File: src/rtl/axi_ddr_pkg.sv
// Shared AXI4 constants, FSM state codes and small helpers for the DDR
// (MIG UI) burst master.
package axi_ddr_pkg;

  localparam int ADDR_W = 28;
  localparam int DATA_W = 128;
  localparam int ID_W   = 4;
  localparam int STRB_W = DATA_W / 8;

  localparam logic [1:0] BURST_INCR  = 2'b01;
  localparam logic [2:0] SIZE_16B    = 3'b100;
  localparam logic [1:0] RESP_OKAY   = 2'b00;
  localparam logic [1:0] RESP_SLVERR = 2'b10;

  typedef logic [2:0] axi_state_t;

  localparam axi_state_t ST_IDLE = 3'd0;
  localparam axi_state_t ST_AW   = 3'd1;
  localparam axi_state_t ST_W    = 3'd2;
  localparam axi_state_t ST_B    = 3'd3;
  localparam axi_state_t ST_AR   = 3'd4;
  localparam axi_state_t ST_R    = 3'd5;

  // A burst of 16-byte beats stays in one 4 KB page iff the last line index fits in 8 bits.
  function automatic logic crosses_4k(input logic [ADDR_W-1:0] addr, input logic [7:0] len);
    logic [8:0] last_line;
    last_line = {1'b0, addr[11:4]} + {1'b0, len};
    return last_line[8];
  endfunction

  function automatic logic [1:0] resp_max(input logic [1:0] a, input logic [1:0] b);
    return (a > b) ? a : b;
  endfunction

endpackage

File: src/rtl/axi_burst_master_if.sv
// AXI4 master-side bus (AW/W/B/AR/R channels) between the burst master and
// the DDR controller slave port.
interface axi_burst_master_if;
  import axi_ddr_pkg::*;

  logic [ID_W-1:0]   awid;
  logic [ADDR_W-1:0] awaddr;
  logic [7:0]        awlen;
  logic [2:0]        awsize;
  logic [1:0]        awburst;
  logic              awlock;
  logic [3:0]        awcache;
  logic [2:0]        awprot;
  logic [3:0]        awqos;
  logic              awvalid;
  logic              awready;

  logic [DATA_W-1:0] wdata;
  logic [STRB_W-1:0] wstrb;
  logic              wlast;
  logic              wvalid;
  logic              wready;

  logic [ID_W-1:0]   bid;
  logic [1:0]        bresp;
  logic              bvalid;
  logic              bready;

  logic [ID_W-1:0]   arid;
  logic [ADDR_W-1:0] araddr;
  logic [7:0]        arlen;
  logic [2:0]        arsize;
  logic [1:0]        arburst;
  logic              arlock;
  logic [3:0]        arcache;
  logic [2:0]        arprot;
  logic [3:0]        arqos;
  logic              arvalid;
  logic              arready;

  logic [ID_W-1:0]   rid;
  logic [DATA_W-1:0] rdata;
  logic [1:0]        rresp;
  logic              rlast;
  logic              rvalid;
  logic              rready;

  modport master (
    output awid, awaddr, awlen, awsize, awburst, awlock, awcache, awprot, awqos, awvalid,
    input  awready,
    output wdata, wstrb, wlast, wvalid,
    input  wready,
    input  bid, bresp, bvalid,
    output bready,
    output arid, araddr, arlen, arsize, arburst, arlock, arcache, arprot, arqos, arvalid,
    input  arready,
    input  rid, rdata, rresp, rlast, rvalid,
    output rready
  );

  modport slave (
    input  awid, awaddr, awlen, awsize, awburst, awlock, awcache, awprot, awqos, awvalid,
    output awready,
    input  wdata, wstrb, wlast, wvalid,
    output wready,
    output bid, bresp, bvalid,
    input  bready,
    input  arid, araddr, arlen, arsize, arburst, arlock, arcache, arprot, arqos, arvalid,
    output arready,
    output rid, rdata, rresp, rlast, rvalid,
    input  rready
  );

endinterface

File: src/rtl/axi_burst_master.sv
// Single-outstanding AXI4 INCR burst master: turns one user command into one
// AW/W/B or AR/R transaction, streaming beats straight through.
module axi_burst_master
  import axi_ddr_pkg::*;
#(
  parameter logic [ID_W-1:0] AXI_ID = 4'h0,
  parameter logic [3:0]      CACHE  = 4'b0011
) (
  input  logic               axi_clk,
  input  logic               axi_reset,

  input  logic               cmd_valid,
  output logic               cmd_ready,
  input  logic               cmd_write,
  input  logic [ADDR_W-1:0]  cmd_addr,
  input  logic [7:0]         cmd_len,

  input  logic [DATA_W-1:0]  wr_data,
  input  logic               wr_valid,
  output logic               wr_ready,

  output logic [DATA_W-1:0]  rd_data,
  output logic               rd_valid,
  output logic               rd_last,
  input  logic               rd_ready,

  output logic               done,
  output logic [1:0]         resp,
  output logic               cmd_err,
  output logic               busy,

  axi_burst_master_if.master m_axi
);

  axi_state_t        state_reg, state_next;
  logic [ADDR_W-1:0] addr_reg;
  logic [7:0]        len_reg;
  logic [7:0]        beat_reg;
  logic [1:0]        rmax_reg;
  logic              perr_reg;
  logic [1:0]        resp_reg;
  logic              done_reg;
  logic              cmd_err_reg;

  logic cmd_bad, cmd_accept, cmd_reject;
  logic last_beat, w_fire, r_fire, rlast_bad;

  assign cmd_bad    = crosses_4k(cmd_addr, cmd_len);
  assign cmd_accept = cmd_valid && cmd_ready && !cmd_bad;
  assign cmd_reject = cmd_valid && cmd_ready && cmd_bad;
  assign last_beat  = (beat_reg == len_reg);
  assign w_fire     = (state_reg == ST_W) && wr_valid && m_axi.wready;
  assign r_fire     = (state_reg == ST_R) && m_axi.rvalid && rd_ready;
  // rlast must coincide exactly with the counted final beat.
  assign rlast_bad  = (m_axi.rlast != last_beat);

  always_comb begin
    state_next = state_reg;
    case (state_reg)
      ST_IDLE: if (cmd_accept)                state_next = cmd_write ? ST_AW : ST_AR;
      ST_AW:   if (m_axi.awready)             state_next = ST_W;
      ST_W:    if (w_fire && last_beat)       state_next = ST_B;
      ST_B:    if (m_axi.bvalid)              state_next = ST_IDLE;
      ST_AR:   if (m_axi.arready)             state_next = ST_R;
      ST_R:    if (r_fire && last_beat)       state_next = ST_IDLE;
      default:                                state_next = ST_IDLE;
    endcase
  end

  always_ff @(posedge axi_clk) begin
    if (axi_reset) begin
      state_reg   <= ST_IDLE;
      addr_reg    <= '0;
      len_reg     <= '0;
      beat_reg    <= '0;
      rmax_reg    <= RESP_OKAY;
      perr_reg    <= 1'b0;
      resp_reg    <= RESP_OKAY;
      done_reg    <= 1'b0;
      cmd_err_reg <= 1'b0;
    end else begin
      state_reg   <= state_next;
      done_reg    <= 1'b0;
      cmd_err_reg <= cmd_reject;

      if (cmd_accept) begin
        addr_reg <= {cmd_addr[ADDR_W-1:4], 4'h0};
        len_reg  <= cmd_len;
        beat_reg <= '0;
        rmax_reg <= RESP_OKAY;
        perr_reg <= 1'b0;
      end

      if (w_fire && !last_beat) begin
        beat_reg <= beat_reg + 8'd1;
      end

      if ((state_reg == ST_B) && m_axi.bvalid) begin
        resp_reg <= m_axi.bresp;
        done_reg <= 1'b1;
      end

      // The burst always ends on the counter; a misplaced rlast only taints resp.
      if (r_fire) begin
        rmax_reg <= resp_max(rmax_reg, m_axi.rresp);
        perr_reg <= perr_reg | rlast_bad;
        if (last_beat) begin
          resp_reg <= (perr_reg || rlast_bad) ? RESP_SLVERR : resp_max(rmax_reg, m_axi.rresp);
          done_reg <= 1'b1;
        end else begin
          beat_reg <= beat_reg + 8'd1;
        end
      end
    end
  end

  assign cmd_ready = (state_reg == ST_IDLE);
  assign busy      = (state_reg != ST_IDLE);
  assign done      = done_reg;
  assign resp      = resp_reg;
  assign cmd_err   = cmd_err_reg;

  assign m_axi.awid    = AXI_ID;
  assign m_axi.awaddr  = addr_reg;
  assign m_axi.awlen   = len_reg;
  assign m_axi.awsize  = SIZE_16B;
  assign m_axi.awburst = BURST_INCR;
  assign m_axi.awlock  = 1'b0;
  assign m_axi.awcache = CACHE;
  assign m_axi.awprot  = 3'b000;
  assign m_axi.awqos   = 4'h0;
  assign m_axi.awvalid = (state_reg == ST_AW);

  assign m_axi.wdata   = wr_data;
  assign m_axi.wstrb   = {STRB_W{1'b1}};
  assign m_axi.wlast   = (state_reg == ST_W) && last_beat;
  assign m_axi.wvalid  = (state_reg == ST_W) && wr_valid;
  assign wr_ready      = (state_reg == ST_W) && m_axi.wready;
  assign m_axi.bready  = (state_reg == ST_B);

  assign m_axi.arid    = AXI_ID;
  assign m_axi.araddr  = addr_reg;
  assign m_axi.arlen   = len_reg;
  assign m_axi.arsize  = SIZE_16B;
  assign m_axi.arburst = BURST_INCR;
  assign m_axi.arlock  = 1'b0;
  assign m_axi.arcache = CACHE;
  assign m_axi.arprot  = 3'b000;
  assign m_axi.arqos   = 4'h0;
  assign m_axi.arvalid = (state_reg == ST_AR);

  assign m_axi.rready  = (state_reg == ST_R) && rd_ready;
  assign rd_valid      = (state_reg == ST_R) && m_axi.rvalid;
  assign rd_data       = m_axi.rdata;
  assign rd_last       = (state_reg == ST_R) && last_beat;

  // MIG only ever answers with our own ID, so bid/rid carry no information.
  logic unused_inputs;
  assign unused_inputs = ^{m_axi.bid, m_axi.rid, cmd_addr[3:0]};

endmodule

File: src/flat_wrapper.sv
// flat-port wrapper written by rule: the top's interface ports become plain ports
module axi_burst_master_flat import axi_ddr_pkg::*;
#(
  parameter logic [ID_W-1:0] AXI_ID = 4'h0,
  parameter logic [3:0]      CACHE  = 4'b0011
)
  (axi_clk, axi_reset, cmd_valid, cmd_ready, cmd_write, cmd_addr, cmd_len, wr_data, wr_valid, wr_ready, rd_data, rd_valid, rd_last, rd_ready, done, resp, cmd_err, busy, m_axi_awid, m_axi_awaddr, m_axi_awlen, m_axi_awsize, m_axi_awburst, m_axi_awlock, m_axi_awcache, m_axi_awprot, m_axi_awqos, m_axi_awvalid, m_axi_awready, m_axi_wdata, m_axi_wstrb, m_axi_wlast, m_axi_wvalid, m_axi_wready, m_axi_bid, m_axi_bresp, m_axi_bvalid, m_axi_bready, m_axi_arid, m_axi_araddr, m_axi_arlen, m_axi_arsize, m_axi_arburst, m_axi_arlock, m_axi_arcache, m_axi_arprot, m_axi_arqos, m_axi_arvalid, m_axi_arready, m_axi_rid, m_axi_rdata, m_axi_rresp, m_axi_rlast, m_axi_rvalid, m_axi_rready);
  axi_burst_master_if m_axi_i ();
  input  logic axi_clk;
  input  logic axi_reset;
  input  logic cmd_valid;
  output logic cmd_ready;
  input  logic cmd_write;
  input  logic [ADDR_W-1:0] cmd_addr;
  input  logic [7:0] cmd_len;
  input  logic [DATA_W-1:0] wr_data;
  input  logic wr_valid;
  output logic wr_ready;
  output logic [DATA_W-1:0] rd_data;
  output logic rd_valid;
  output logic rd_last;
  input  logic rd_ready;
  output logic done;
  output logic [1:0] resp;
  output logic cmd_err;
  output logic busy;
  output wire logic [$bits(m_axi_i.awid)-1:0] m_axi_awid;
  output wire logic [$bits(m_axi_i.awaddr)-1:0] m_axi_awaddr;
  output wire logic [$bits(m_axi_i.awlen)-1:0] m_axi_awlen;
  output wire logic [$bits(m_axi_i.awsize)-1:0] m_axi_awsize;
  output wire logic [$bits(m_axi_i.awburst)-1:0] m_axi_awburst;
  output wire logic [$bits(m_axi_i.awlock)-1:0] m_axi_awlock;
  output wire logic [$bits(m_axi_i.awcache)-1:0] m_axi_awcache;
  output wire logic [$bits(m_axi_i.awprot)-1:0] m_axi_awprot;
  output wire logic [$bits(m_axi_i.awqos)-1:0] m_axi_awqos;
  output wire logic [$bits(m_axi_i.awvalid)-1:0] m_axi_awvalid;
  input wire logic [$bits(m_axi_i.awready)-1:0] m_axi_awready;
  output wire logic [$bits(m_axi_i.wdata)-1:0] m_axi_wdata;
  output wire logic [$bits(m_axi_i.wstrb)-1:0] m_axi_wstrb;
  output wire logic [$bits(m_axi_i.wlast)-1:0] m_axi_wlast;
  output wire logic [$bits(m_axi_i.wvalid)-1:0] m_axi_wvalid;
  input wire logic [$bits(m_axi_i.wready)-1:0] m_axi_wready;
  input wire logic [$bits(m_axi_i.bid)-1:0] m_axi_bid;
  input wire logic [$bits(m_axi_i.bresp)-1:0] m_axi_bresp;
  input wire logic [$bits(m_axi_i.bvalid)-1:0] m_axi_bvalid;
  output wire logic [$bits(m_axi_i.bready)-1:0] m_axi_bready;
  output wire logic [$bits(m_axi_i.arid)-1:0] m_axi_arid;
  output wire logic [$bits(m_axi_i.araddr)-1:0] m_axi_araddr;
  output wire logic [$bits(m_axi_i.arlen)-1:0] m_axi_arlen;
  output wire logic [$bits(m_axi_i.arsize)-1:0] m_axi_arsize;
  output wire logic [$bits(m_axi_i.arburst)-1:0] m_axi_arburst;
  output wire logic [$bits(m_axi_i.arlock)-1:0] m_axi_arlock;
  output wire logic [$bits(m_axi_i.arcache)-1:0] m_axi_arcache;
  output wire logic [$bits(m_axi_i.arprot)-1:0] m_axi_arprot;
  output wire logic [$bits(m_axi_i.arqos)-1:0] m_axi_arqos;
  output wire logic [$bits(m_axi_i.arvalid)-1:0] m_axi_arvalid;
  input wire logic [$bits(m_axi_i.arready)-1:0] m_axi_arready;
  input wire logic [$bits(m_axi_i.rid)-1:0] m_axi_rid;
  input wire logic [$bits(m_axi_i.rdata)-1:0] m_axi_rdata;
  input wire logic [$bits(m_axi_i.rresp)-1:0] m_axi_rresp;
  input wire logic [$bits(m_axi_i.rlast)-1:0] m_axi_rlast;
  input wire logic [$bits(m_axi_i.rvalid)-1:0] m_axi_rvalid;
  output wire logic [$bits(m_axi_i.rready)-1:0] m_axi_rready;
  assign m_axi_awid = m_axi_i.awid;
  assign m_axi_awaddr = m_axi_i.awaddr;
  assign m_axi_awlen = m_axi_i.awlen;
  assign m_axi_awsize = m_axi_i.awsize;
  assign m_axi_awburst = m_axi_i.awburst;
  assign m_axi_awlock = m_axi_i.awlock;
  assign m_axi_awcache = m_axi_i.awcache;
  assign m_axi_awprot = m_axi_i.awprot;
  assign m_axi_awqos = m_axi_i.awqos;
  assign m_axi_awvalid = m_axi_i.awvalid;
  assign m_axi_i.awready = m_axi_awready;
  assign m_axi_wdata = m_axi_i.wdata;
  assign m_axi_wstrb = m_axi_i.wstrb;
  assign m_axi_wlast = m_axi_i.wlast;
  assign m_axi_wvalid = m_axi_i.wvalid;
  assign m_axi_i.wready = m_axi_wready;
  assign m_axi_i.bid = m_axi_bid;
  assign m_axi_i.bresp = m_axi_bresp;
  assign m_axi_i.bvalid = m_axi_bvalid;
  assign m_axi_bready = m_axi_i.bready;
  assign m_axi_arid = m_axi_i.arid;
  assign m_axi_araddr = m_axi_i.araddr;
  assign m_axi_arlen = m_axi_i.arlen;
  assign m_axi_arsize = m_axi_i.arsize;
  assign m_axi_arburst = m_axi_i.arburst;
  assign m_axi_arlock = m_axi_i.arlock;
  assign m_axi_arcache = m_axi_i.arcache;
  assign m_axi_arprot = m_axi_i.arprot;
  assign m_axi_arqos = m_axi_i.arqos;
  assign m_axi_arvalid = m_axi_i.arvalid;
  assign m_axi_i.arready = m_axi_arready;
  assign m_axi_i.rid = m_axi_rid;
  assign m_axi_i.rdata = m_axi_rdata;
  assign m_axi_i.rresp = m_axi_rresp;
  assign m_axi_i.rlast = m_axi_rlast;
  assign m_axi_i.rvalid = m_axi_rvalid;
  assign m_axi_rready = m_axi_i.rready;
  axi_burst_master #(.AXI_ID(AXI_ID), .CACHE(CACHE)) u_core (.axi_clk(axi_clk), .axi_reset(axi_reset), .cmd_valid(cmd_valid), .cmd_ready(cmd_ready), .cmd_write(cmd_write), .cmd_addr(cmd_addr), .cmd_len(cmd_len), .wr_data(wr_data), .wr_valid(wr_valid), .wr_ready(wr_ready), .rd_data(rd_data), .rd_valid(rd_valid), .rd_last(rd_last), .rd_ready(rd_ready), .done(done), .resp(resp), .cmd_err(cmd_err), .busy(busy), .m_axi(m_axi_i));
endmodule
File: config.mk
export PLATFORM = sky130hd
export DESIGN_NAME = axi_burst_master_flat
export DESIGN_NICKNAME = d
export VERILOG_FILES = /design/src/rtl/axi_ddr_pkg.sv /design/src/rtl/axi_burst_master_if.sv /design/src/rtl/axi_burst_master.sv /design/src/flat_wrapper.sv
export SDC_FILE = /design/constraint.sdc
export NUM_CORES = 1
export LEC_CHECK = 0
export CORE_AREA = 2 2 280 282
export DETAILED_ROUTE_END_ITERATION = 8
export DIE_AREA = 0 0 282 284
export PLACE_DENSITY = 0.33
export SYNTH_ARGS = -nofsm -noshare
export SYNTH_HDL_FRONTEND = slang
export SYNTH_SLANG_ARGS = --single-unit
File: constraint.sdc
create_clock -name axi_clk -period 3.2 [get_ports axi_clk]
set_input_delay 0.8 -clock axi_clk [delete_from_list [all_inputs] [get_ports axi_clk]]
set_output_delay 0.8 -clock axi_clk [all_outputs]
set_load 0.02 [all_outputs]
**Word-level counts from Yosys, hierarchy flattened**

Cells that the tools add are included.

- Register bits: 50
- Input port bits: 316
- Output and inout port bits: 401
- Logic and storage cells: 72

- $add $sub $neg: 2
- Magnitude comparators: 1
- Equality and inequality tests: 13
- Muxes and demuxes: 24
- Bitwise logic cells: 1
- Reduce and logical (&&, ||, !) cells: 22

Operators by type and width:

| kind | count |
|---|---|
| 8-bit 2-to-1 mux | 4 |
| 3-bit 2-to-1 mux | 7 |
| 3-bit one-hot mux with 6 select lines | 1 |
| 1-bit logical AND | 15 |
| 2-bit 2-to-1 mux | 7 |
| 8-bit by 8-bit adder with 9-bit output | 1 |
| 8-bit by 1-bit adder with 8-bit output, second input constant | 1 |
| 8-bit equality test | 1 |
| 3-bit by 2-bit equality test with 1-bit output, second input constant | 2 |
| 3-bit equality test, second input constant | 2 |
| 2-bit by 1-bit != test with 1-bit output, second input constant | 3 |
| 2-bit != test, second input constant | 3 |
| 6-bit AND reduction | 1 |
| 1-bit 2-to-1 mux | 5 |
| 3-bit by 1-bit equality test with 1-bit output, second input constant | 1 |
| 3-bit logical NOT | 1 |
| 3-bit nonzero test | 1 |
| 2-bit greater-than comparator | 1 |
| 1-bit logical NOT | 2 |
| 2-bit nonzero test | 1 |
| 1-bit logical OR | 1 |
| 1-bit != test | 1 |
| 1-bit bitwise OR | 1 |

**Longest topological paths before layout**

Gate-level depths: netlist of the first run.

- Depth after elaboration: 7
- Depth in mapped cells: 7
- Gate-level depth less buffers: 7

**Least setup slack after synthesis of the first run**

No wires, ideal clock.

- Path kind: input port to flip-flop
- From: in cmd_addr[7]
- To: reg u_core.addr_reg[20] (netlist: u_core.m_axi.araddr[20])
- Arrival: 2,237 ps
- Setup slack: 831 ps
- Stages: 7
- Path buffers: 1
- Cell sequence: ha_1 a21oi_1 o21ai_0 a221o_2 clkbuf_1 o21ai_0 a21oi_1

- Longest elaborated chain between the ends: 3

Ends and longest elaborated chain:

| item | line | source |
|---|---|---|
| start: declaration | flat_wrapper.sv:14 | `input logic [ADDR_W-1:0] cmd_addr;` |
| 8-bit by 8-bit adder with 9-bit output | axi_ddr_pkg.sv:27 | `last_line = {1'b0, addr[11:4]} + {1'b0, len};` |
| 1-bit logical NOT | axi_burst_master.sv:49 | `assign cmd_accept = cmd_valid && cmd_ready && !cmd_bad;` |
| 1-bit logical AND | axi_burst_master.sv:49 |  |
| end signal: assignment | axi_burst_master.sv:87 | `addr_reg <= {cmd_addr[ADDR_W-1:4], 4'h0};` |
| end: declaration | axi_burst_master.sv:36 | `logic [ADDR_W-1:0] addr_reg;` |

Every way passes these cells.
A chain may end at the register's enable or synchronous reset.

**Worst setup path in the final report of the first run**

- From: reg u_core.len_reg[2] (netlist: u_core.m_axi.arlen[2])
- To: out rd_last

- Longest elaborated chain between the ends: 2

Ends and longest elaborated chain:

| item | line | source |
|---|---|---|
| start: declaration | axi_burst_master.sv:37 | `logic [7:0] len_reg;` |
| start signal: assignment | axi_burst_master.sv:88 | `len_reg <= cmd_len;` |
| 8-bit equality test | axi_burst_master.sv:51 | `assign last_beat = (beat_reg == len_reg);` |
| 1-bit logical AND | axi_burst_master.sv:155 | `assign rd_last = (state_reg == ST_R) && last_beat;` |
| end: declaration | flat_wrapper.sv:21 | `output logic rd_last;` |

Every way passes these cells.

==> results of run 1 <==
## cells by family after synthesis
| logic type | count (synthesis) | share of synthesized area, % |
|---|---|---|
| compound gates | 114 | 13.2 |
| xor+xnor | 8 | 1.32 |
| fa+ha+maj | 11 | 2.60 |
| buf+inv | 388 | 53.2 |
| flops | 50 | 18.9 |
| mux | 3 | 0.591 |
| other cells | 2 | 0.142 |
| simple gates | 92 | 9.96 |
## worst min-delay path by stage
stage	start	end	depth (start not counted)
after global routing	u_core.m_axi.araddr[10]	u_core.m_axi.araddr[10]	2
after floorplan	u_core.perr_reg	u_core.perr_reg	2
after global placement	u_core.m_axi.araddr[12]	u_core.m_axi.araddr[12]	2
after detailed placement	u_core.m_axi.araddr[19]	u_core.m_axi.araddr[19]	2
final	u_core.m_axi.araddr[10]	u_core.m_axi.araddr[10]	2
after CTS	u_core.m_axi.araddr[10]	u_core.m_axi.araddr[10]	2
## report_power, final
part,switching (mW),leakage (nW),internal [mW]
combinational,0.495,1.30,0.335
clock,0.355,0.0842,0.374
sequential,0.0516,0.408,0.666
total,0.901,1.79,1.37
## synth_stat cells, types with 2 or more instances
cell and number:
buf_4 355, dfxtp_1 50, a21oi_1 48, nand3_1 37, o21ai_0 37, clkbuf_1 12, ha_1 11, inv_1 11
nand2_1 9, and2_1 8, buf_2 8, xnor2_1 8, nor3_1 7, a311oi_1 6, nand2b_1 5, nor2_1 5
and3_1 4, a21o_1 3, a211oi_1 2, a22oi_1 2, a41oi_1 2, and4_4 2, buf_6 2, conb_1 2
mux2i_1 2, nand4_1 2, nor2b_1 2, o211ai_1 2
## through the flow
step / util (%) / std cells / cell area [um^2] / setup WS, ns
floorplan: - / 732 / 5530 / 0.831
global placement: 7.19 / 1545 / 5540 / -0.124
detailed placement: 7.19 / 1545 / 5540 / -0.170
CTS: 7.41 / 1553 / 5710 / 0.0413
global route: 7.42 / 1553 / 5710 / 0.0237
finish: 7.43 / 1556 / 5720 / 0.165
## routing by layer
layer,part of all wire (%),vias up,global-route usage [%]
met2,45,303,7.71
met5,0.22,-,0
met1,36,1564,5.14
li1,-,1490,-
met4,5.9,6,3.18
met3,13,115,3.35
## area by class of cell
cell class,count,area [um^2]
antenna,3,7.51
clock buffer,5,125
clock inverter,3,43.8
fill,9028,71200
inverter,11,41.3
multi-input combinational,294,1720
sequential,50,1000
tap,1040,1300
timing repair buffer,150,1480
## worst max-delay path, stage by stage, from the launching register on
cell and delay (ns):
dfxtp_1 0.54, xnor2_1 0.19, and4_4 0.32, and3_1 0.19, clkdlybuf4s50_1 0.66
==> metrics, run 1 <==
top-area cell type share of the netlist area 50.4%; register bit total from synthesis 50; DRC 0; Final Skew 0.0131 ns; fraction of layout cells with a size suffix above 1 9.55%; Root Buffer Master clkbuf_16; vias per cell 2.24; largest net degree at the start of global routing 28; GPL Wtd Cong 0.642; die width 282 um; max reg flops 24; total power after layout 2.28 mW; total global routing overflow 0; Avg Cell Area, Syn 7.92 um^2; Ports 717; clock tree sinks 50; top cells by area, synth buf_4 (50%), dfxtp_1 (19%), a21oi_1 (4.5%); antenna violations before repair 6; kind of critical path reg -> out; Die Height 284 um; fin crit share 94.9%; CTS resizes 1; Worst Hold Class reg -> reg; Port Buffers 126; row count 102; H-tree depth 2; Worst-Skew Late Latency 0.34 ns; Iteration-0 DRC Markers 119; CTS tree done; crit path launch u_core.m_axi.arlen[2]; synth unique cells 52; critical path arrival 2.24 ns; async set or reset register ratio after synthesis 0%; Final Hold Slack 0.503 ns; required time of the critical path 2.40 ns; yosys warns 0; crit path time final 3.04 ns; Cells after Synth 668; most used flip-flop cell after synthesis dfxtp_1; Total Negative Setup Slacks 0 ns; EDFF count, synth 0; synthesized cell area 0.00529 mm^2; core area 0.0770 mm^2; Max Root-Sink Buffers 2; FMAX 0.329 GHz; status complete, no violations; R2R depth 5; Final nets 839; post-route ant nets 0; Worst Setup Start Kind flip-flop; Final Hold Vio Count 0; Worst-Margin Slew 0.582 ns; worst r2r src u_core.state_reg[0]; P per Cell Area 398 mW/mm^2; setup bufs post-CTS 0; Post-CTS Hold Fix Bufs 0; Clock Pin Slew Worst Setup and Hold Paths 0.09 ns; flop2flop setup slack 0.97 ns; commonest cells after routing, fill and taps aside clkdlybuf4s50_1 (124), conb_1 (66), a21oi_1 (48), dfxtp_1 (48); via total after detailed routing 3,478; Synth area leader buf_4; router iterations before antenna repair 4; total CTS buffers 5; Slew Viols, Final 0; sequential area share after synthesis 18.9%; Total GRT Usage 5.09%; R2R Path End u_core.beat_reg[7]; WL/cell 13.6 um; initial core utilization 6.87%; vias in the first global route 3,467; HPWL after DPL 17,000 um; Leakage 1.79 nW; first-pass GRT wire length 27,500 um; Layout Area Growth over Synthesis 8.09%; max_cap viols 0; Crit Path Max Fanout 5; Worst setup endpoint rd_last; Worst slew margin 60.8%; Setup Viol. Count Final 0; Max VDD drop 0.194 mV; RSZ-0062 raised after global routing no; DIE AREA 0.0801 mm^2; commonest non-fill, non-tap cell in the layout clkdlybuf4s50_1; CP Capture Type primary output; final wirelength 21,100 um
Power figures use the tool's default switching activity.
==> run 2, diff against run 1 <==
--- a/config.mk
+++ b/config.mk
@@ -6,8 +6,10 @@
 export NUM_CORES = 1
 export LEC_CHECK = 0
 export CORE_AREA = 2 2 280 282
+export CTS_CLUSTER_DIAMETER = 100
 export DETAILED_ROUTE_END_ITERATION = 8
 export DIE_AREA = 0 0 282 284
+export HOLD_SLACK_MARGIN = 0.12
 export PLACE_DENSITY = 0.33
 export SYNTH_ARGS = -nofsm -noshare
 export SYNTH_HDL_FRONTEND = slang
==> results of run 2 <==
No change in the layout: final DEF, timing and power equal those of run 1.
